## config.mk

```make
export PLATFORM = sky130hd
export DESIGN_NAME = serial_add_ctrl_flat
export DESIGN_NICKNAME = d
export VERILOG_FILES = /design/src/rtl/serial_add_ctrl_pkg.sv /design/src/rtl/serial_add_ctrl_if.sv /design/src/rtl/serial_add_ctrl_fa.sv /design/src/rtl/serial_add_ctrl.sv /design/src/flat_wrapper.sv
export SDC_FILE = /design/constraint.sdc
export NUM_CORES = 1
export LEC_CHECK = 0
export CORE_AREA = 2 2 66 68
export CTS_BUF_LIST = sky130_fd_sc_hd__clkbuf_16
export DETAILED_ROUTE_END_ITERATION = 7
export DIE_AREA = 0 0 68 70
export GPL_TIMING_DRIVEN = 1
export PLACE_DENSITY = 0.73
export SETUP_SLACK_MARGIN = 0.5
export SLEW_MARGIN = 20
export SYNTH_ARGS = -nofsm -noshare
export SYNTH_HDL_FRONTEND = slang
export SYNTH_SLANG_ARGS = --single-unit
```

## constraint.sdc

```tcl
create_clock -name clk -period 1.43 [get_ports clk]
set_input_delay 0.286 -clock clk [delete_from_list [all_inputs] [get_ports clk]]
set_output_delay 0.286 -clock clk [all_outputs]
set_load 0.03 [all_outputs]
```

## src/rtl/serial_add_ctrl_pkg.sv

```systemverilog
// Shared types and constants for the bit-serial adder controller.
// The optional SERIAL_ADD_OVF_EN build adds a two's-complement overflow output.
package serial_add_ctrl_pkg;

  localparam int unsigned DEF_WIDTH = 8;

  typedef enum logic [1:0] {
    S_IDLE = 2'd0,
    S_RUN  = 2'd1,
    S_DONE = 2'd2
  } state_t;

endpackage

```

## src/rtl/serial_add_ctrl_if.sv

```systemverilog
// Request/result bus of serial_add_ctrl; ovf exists only when SERIAL_ADD_OVF_EN is defined.
interface serial_add_ctrl_if
  import serial_add_ctrl_pkg::*;
#(
  parameter int unsigned WIDTH = DEF_WIDTH
) ();

  logic             start;
  logic [WIDTH-1:0] a;
  logic [WIDTH-1:0] b;
  logic             cin;
  logic             busy;
  logic             done;
  logic [WIDTH-1:0] sum;
  logic             cout;
`ifdef SERIAL_ADD_OVF_EN
  logic             ovf;

  modport master (output start, a, b, cin, input busy, done, sum, cout, ovf);
  modport slave  (input start, a, b, cin, output busy, done, sum, cout, ovf);
`else
  modport master (output start, a, b, cin, input busy, done, sum, cout);
  modport slave  (input start, a, b, cin, output busy, done, sum, cout);
`endif

endinterface

```

## src/rtl/serial_add_ctrl_fa.sv

```systemverilog
// 1-bit full-adder cell, shared over all bit positions by the serial controller.
module fa (
  input  logic a,
  input  logic b,
  input  logic cin,
  output logic sum,
  output logic cout
);

  assign sum  = a ^ b ^ cin;
  assign cout = (a & b) | (cin & (a ^ b));

endmodule

```

## src/rtl/serial_add_ctrl.sv

```systemverilog
// Bit-serial WIDTH-bit adder: one full-adder cell reused LSB first over WIDTH cycles.
// Build option SERIAL_ADD_OVF_EN adds a registered two's-complement overflow flag.
module serial_add_ctrl
  import serial_add_ctrl_pkg::*;
#(
  parameter  int unsigned WIDTH = DEF_WIDTH,
  localparam int unsigned CNT_W = $clog2(WIDTH + 1)
) (
  input  logic              clk,
  input  logic              rst_n,
  serial_add_ctrl_if.slave  bus
);

  state_t           state_q, state_d;
  logic [WIDTH-1:0] a_q, a_d, b_q, b_d, res_q, res_d, sum_q, sum_d;
  logic [CNT_W-1:0] cnt_q, cnt_d;
  logic             carry_q, carry_d, cout_q, cout_d;
  logic             busy_q, busy_d, done_q, done_d;
  logic             fa_sum, fa_cout;
`ifdef SERIAL_ADD_OVF_EN
  logic             ovf_q, ovf_d;
`endif

  fa u_fa (
    .a    (a_q[0]),
    .b    (b_q[0]),
    .cin  (carry_q),
    .sum  (fa_sum),
    .cout (fa_cout)
  );

  // State register
  always_ff @(posedge clk or negedge rst_n) begin
    if (!rst_n) state_q <= S_IDLE;
    else        state_q <= state_d;
  end

  // Next state, datapath and output next-values; encoding 2'd3 behaves as IDLE
  always_comb begin
    state_d = state_q;
    a_d     = a_q;
    b_d     = b_q;
    res_d   = res_q;
    cnt_d   = cnt_q;
    carry_d = carry_q;
    sum_d   = sum_q;
    cout_d  = cout_q;
`ifdef SERIAL_ADD_OVF_EN
    ovf_d   = ovf_q;
`endif
    case (state_q)
      S_RUN: begin
        a_d     = a_q >> 1;
        b_d     = b_q >> 1;
        res_d   = {fa_sum, res_q[WIDTH-1:1]};
        carry_d = fa_cout;
        cnt_d   = cnt_q + CNT_W'(1);
        if (cnt_q == CNT_W'(WIDTH - 1)) begin
          // carry_q here is the carry into the MSB
          sum_d   = {fa_sum, res_q[WIDTH-1:1]};
          cout_d  = fa_cout;
`ifdef SERIAL_ADD_OVF_EN
          ovf_d   = carry_q ^ fa_cout;
`endif
          state_d = S_DONE;
        end
      end
      S_DONE: state_d = S_IDLE;
      default: begin
        if (bus.start) begin
          a_d     = bus.a;
          b_d     = bus.b;
          carry_d = bus.cin;
          res_d   = '0;
          cnt_d   = '0;
          state_d = S_RUN;
        end
      end
    endcase
    busy_d = (state_d == S_RUN) || (state_d == S_DONE);
    done_d = (state_d == S_DONE);
  end

  // Datapath and output registers
  always_ff @(posedge clk or negedge rst_n) begin
    if (!rst_n) begin
      a_q     <= '0;
      b_q     <= '0;
      res_q   <= '0;
      cnt_q   <= '0;
      carry_q <= 1'b0;
      sum_q   <= '0;
      cout_q  <= 1'b0;
      busy_q  <= 1'b0;
      done_q  <= 1'b0;
`ifdef SERIAL_ADD_OVF_EN
      ovf_q   <= 1'b0;
`endif
    end else begin
      a_q     <= a_d;
      b_q     <= b_d;
      res_q   <= res_d;
      cnt_q   <= cnt_d;
      carry_q <= carry_d;
      sum_q   <= sum_d;
      cout_q  <= cout_d;
      busy_q  <= busy_d;
      done_q  <= done_d;
`ifdef SERIAL_ADD_OVF_EN
      ovf_q   <= ovf_d;
`endif
    end
  end

  assign bus.busy = busy_q;
  assign bus.done = done_q;
  assign bus.sum  = sum_q;
  assign bus.cout = cout_q;
`ifdef SERIAL_ADD_OVF_EN
  assign bus.ovf  = ovf_q;
`endif

endmodule
```

## src/flat_wrapper.sv

```systemverilog
// flat-port wrapper written by rule: the top's interface ports become plain ports
module serial_add_ctrl_flat import serial_add_ctrl_pkg::*;
#(
  parameter  int unsigned WIDTH = DEF_WIDTH,
  localparam int unsigned CNT_W = $clog2(WIDTH + 1)
)
  (clk, rst_n, bus_start, bus_a, bus_b, bus_cin, bus_busy, bus_done, bus_sum, bus_cout);
  serial_add_ctrl_if #(.WIDTH(WIDTH)) bus_i ();
  input  logic clk;
  input  logic rst_n;
  input wire logic [$bits(bus_i.start)-1:0] bus_start;
  input wire logic [$bits(bus_i.a)-1:0] bus_a;
  input wire logic [$bits(bus_i.b)-1:0] bus_b;
  input wire logic [$bits(bus_i.cin)-1:0] bus_cin;
  output wire logic [$bits(bus_i.busy)-1:0] bus_busy;
  output wire logic [$bits(bus_i.done)-1:0] bus_done;
  output wire logic [$bits(bus_i.sum)-1:0] bus_sum;
  output wire logic [$bits(bus_i.cout)-1:0] bus_cout;
  assign bus_i.start = bus_start;
  assign bus_i.a = bus_a;
  assign bus_i.b = bus_b;
  assign bus_i.cin = bus_cin;
  assign bus_busy = bus_i.busy;
  assign bus_done = bus_i.done;
  assign bus_sum = bus_i.sum;
  assign bus_cout = bus_i.cout;
  serial_add_ctrl #(.WIDTH(WIDTH)) u_core (.clk(clk), .rst_n(rst_n), .bus(bus_i));
endmodule
```

==> results_dict.tcl <==
set metrics [dict create \
    startpoint_type "flip-flop" \
    grt_first_pass_wirelength_um 6510 \
    maxSlewViolCount 0 \
    globalRouteTotalUtil_pct 18.4 \
    cts_tree "yes" \
    cts_root_buf "clkbuf_16" \
    dp.cells 240 \
    synth_cells 149 \
    period_needed_ns 1.49 \
    crit_slowest_cell "dfrtp_1" \
    route.layer.met1.wl_um 1810 \
    grt_remaining_overflow 0 \
    antenna_found_initial 0 \
    finalSetupViolCount 23 \
    setup_tns_ns -0.512 \
    setup_repair_after_global_routing_missed_its_margin "true" \
    diodes 0 \
    remaining_drc_errors 0 \
    per_instance_average_area_after_synthesis_sq_um 12.4 \
    reg2reg_from "u_core.state_q[0]" \
    synth_unique_cells 26 \
    dieWidth_um 68 \
    stdcell_count 271 \
    clock_tree_buffer_depth 2 \
    drt_iter0_markers 74 \
    grt_start_max_net_pins 28 \
    total_number_of_yosys_warnings 0 \
    internal_reg_to_reg_setup_slack_ns -0.06 \
    peakVddDrop_mv 1.03 \
    met2_length_um 2640 \
    worstSkewPairLatency_ns 0.28 \
    leakagePower_nw 1.44 \
    areaGrowthSynthToFinish_pct 66.5 \
    failed_checks "hold timing, setup timing" \
    yosys_register_bits 41 \
    worst_case_reg_to_reg_path_depth 6 \
    min_path_type "in2async" \
    clock_sink_count 41 \
    power_density_mw_per_mm2 2080 \
    synth.top_cells.by_area "dfrtp_1 55%, mux2i_1 8.6%, mux2_4 7.3%" \
    dr_total_vias 1442 \
    final_critical_path_setup_slack_ns -0.0580 \
    final_core_utilization_pct 74.4 \
    via_per_inst 5.32 \
    multiInputGateArea_sq_mm 0.00103 \
    max_cap_viol_count 0 \
    seq_area_sq_mm 0.00103 \
    number_of_buffers_added_by_the_clock_tree_synthesis_step 5 \
    worst-path-max-fanout 8 \
    timing_worst_setup_path_type "reg2reg" \
    fillerInstances 249 \
    die_height_um 70 \
    yosys.area.top_type "dfrtp_1" \
    synth.net_count 174 \
    critPathMaxStageDelay_ns 0.39 \
    post_drt_wl_per_cell_um 17.5 \
    crit_chain "buf_6 -> ha_4 -> o21bai_4 -> buf_12 -> clkbuf_16 -> o21ai_1" \
    layout.cells.most_common "dfrtp_1" \
    cp.required_ns 1.60 \
    place_congestion 0.754 \
    floorplan.die_area_sq_mm 0.00476 \
    hold_viol_final 14 \
    num_rows 24 \
    io_buffer_count 30 \
    cts_max_level 2 \
    post-synth-top-area-fraction_pct 55.4 \
    clock_skew_ns 0.00366 \
    vias_in_the_first_global_route 1434 \
    max_slew_margin_pct 74.9 \
    status "finished, violations left" \
    detailedPlacementHpwl_um 2550 \
    wirelength_routed_um 4730 \
    postRouteAntennaNets 0 \
    clk_pin_slew_worst_paths_ns 0.06 \
    routed-wl-met3_um 185 \
    floorplan.initialDensity_pct 44.7 \
    crit-reg2reg-capture "u_core.a_q[3]" \
    synthesis.area_sq_mm 0.00185 \
    transition_time_at_the_pin_with_the_least_slew_margin_ns 0.377 \
    synth_seq_area_share_pct 55.4 \
    highest_layer "met4" \
    hold-worst-slack_ns -0.0863 \
    final_nets 243 \
    arrival_ns 1.66 \
    core_area_sq_mm 0.00414 \
    critPathCaptureType "flip-flop" \
    detail_route.first_pass.iterations 4 \
    io_pins 31 \
    post_route_cells_drive_above_1_share_pct 55.3 \
    finalCritPeriodShare_pct 104 \
    final_cell_mix "40 x dfrtp_1, 21 x buf_4, 18 x buf_6" \
    achievable_clock_frequency_mhz 672 \
]
timing repair:
action                                 CTS  global route
cloned                                   0             6
endpoints found under the hold margin   14            14
setup buffers                            9             8
gates resized for setup                 98            75
setup endpoints to repair               52            52
pin swaps                                3            21
per-stage QoR:
| stage | instance area [sq um] | setup slack (ns) | total power, mW |
|---|---|---|---|
| floorplan | 1870 | -0.0928 | 3.12 |
| global placement | 2330 | -0.0506 | 3.68 |
| detailed placement | 2330 | -0.132 | 3.80 |
| CTS | 2640 | -0.00140 | 5.32 |
| global route | 3080 | -0.117 | 6.72 |
| finish | 3080 | -0.0580 | 6.42 |
cells in the mapped netlist, drive strengths merged:
| cell type | n |
|---|---|
| and3b | 1 |
| o21ai | 19 |
| o21bai | 2 |
| nand4 | 1 |
| nand3b | 1 |
| nor2b | 5 |
| nand3 | 1 |
| mux2 | 10 |
| nand2b | 1 |
| a21oi | 3 |
| buf | 7 |
| a211oi | 1 |
| ha | 4 |
| clkbuf | 1 |
| dfrtp | 41 |
| inv | 4 |
| o21a | 1 |
| mux2i | 16 |
| nand2 | 20 |
| fa | 1 |
| a22o | 9 |
kinds of logic after synthesis:
| group | synth area share [%] |
|---|---|
| compound gates | 12.0 |
| fa+ha+maj | 3.78 |
| buf+inv | 3.58 |
| flops | 55.4 |
| mux | 16.6 |
| simple gates | 8.65 |
critical path, delay by kind of cell (launching register included):
family	cells	cell delay, ns
compound gates	2	0.33
fa+ha+maj	1	0.18
buf+inv	3	0.47
flops	1	0.39
where the power goes:
group / total [mW] / switching, mW / leakage [nW] / internal [mW]
clock network: 1.27 / 0.453 / 0.0775 / 0.817
logic: 3.15 / 1.39 / 0.834 / 1.76
registers: 1.99 / 0.400 / 0.531 / 1.59
final cells by class:
| cell class | instances | share of cell area [%] |
|---|---|---|
| Clock buffer | 5 | 4.06 |
| Tap cell | 52 | 2.11 |
| Sequential cell | 41 | 33.3 |
| Timing Repair Buffer | 69 | 25.1 |
| Clock inverter | 3 | 1.34 |
| Inverter | 4 | 0.487 |
| Multi-Input combinational cell | 97 | 33.6 |
registers in the layout (all words and copies together), names as in the netlist:
| name | cells |
|---|---|
| u_core.a_q | 8 |
| u_core.b_q | 8 |
| u_core.bus.sum | 8 |
| u_core.res_q | 7 |
| u_core.cnt_q | 4 |
| u_core.state_q | 2 |
| u_core.bus.busy | 1 |
| u_core.bus.cout | 1 |
| u_core.bus.done | 1 |
| u_core.carry_q | 1 |
worst max path at each step:
| stage | from | end | depth (start not counted) |
|---|---|---|---|
| 2_1_floorplan | u_core.state_q[1] | u_core.bus.busy | 9 |
| 3_3_place_gp | bus_start | u_core.b_q[4] | 6 |
| 3_5_place_dp | u_core.state_q[1] | u_core.bus.busy | 7 |
| 4_1_cts | u_core.cnt_q[1] | u_core.bus.busy | 6 |
| 5_1_grt | u_core.state_q[0] | u_core.a_q[3] | 7 |
| 6_report | u_core.state_q[0] | u_core.a_q[3] | 6 |
layer usage:
| metal | vias to the layer above | track usage, % |
|---|---|---|
| li1 | 661 | - |
| met1 | 713 | 22.3 |
| met2 | 56 | 31.5 |
| met3 | 12 | 3.86 |
| met4 | 0 | 6.67 |
| met5 | - | 0 |
Note: power is estimated with default switching activity, not from simulation.
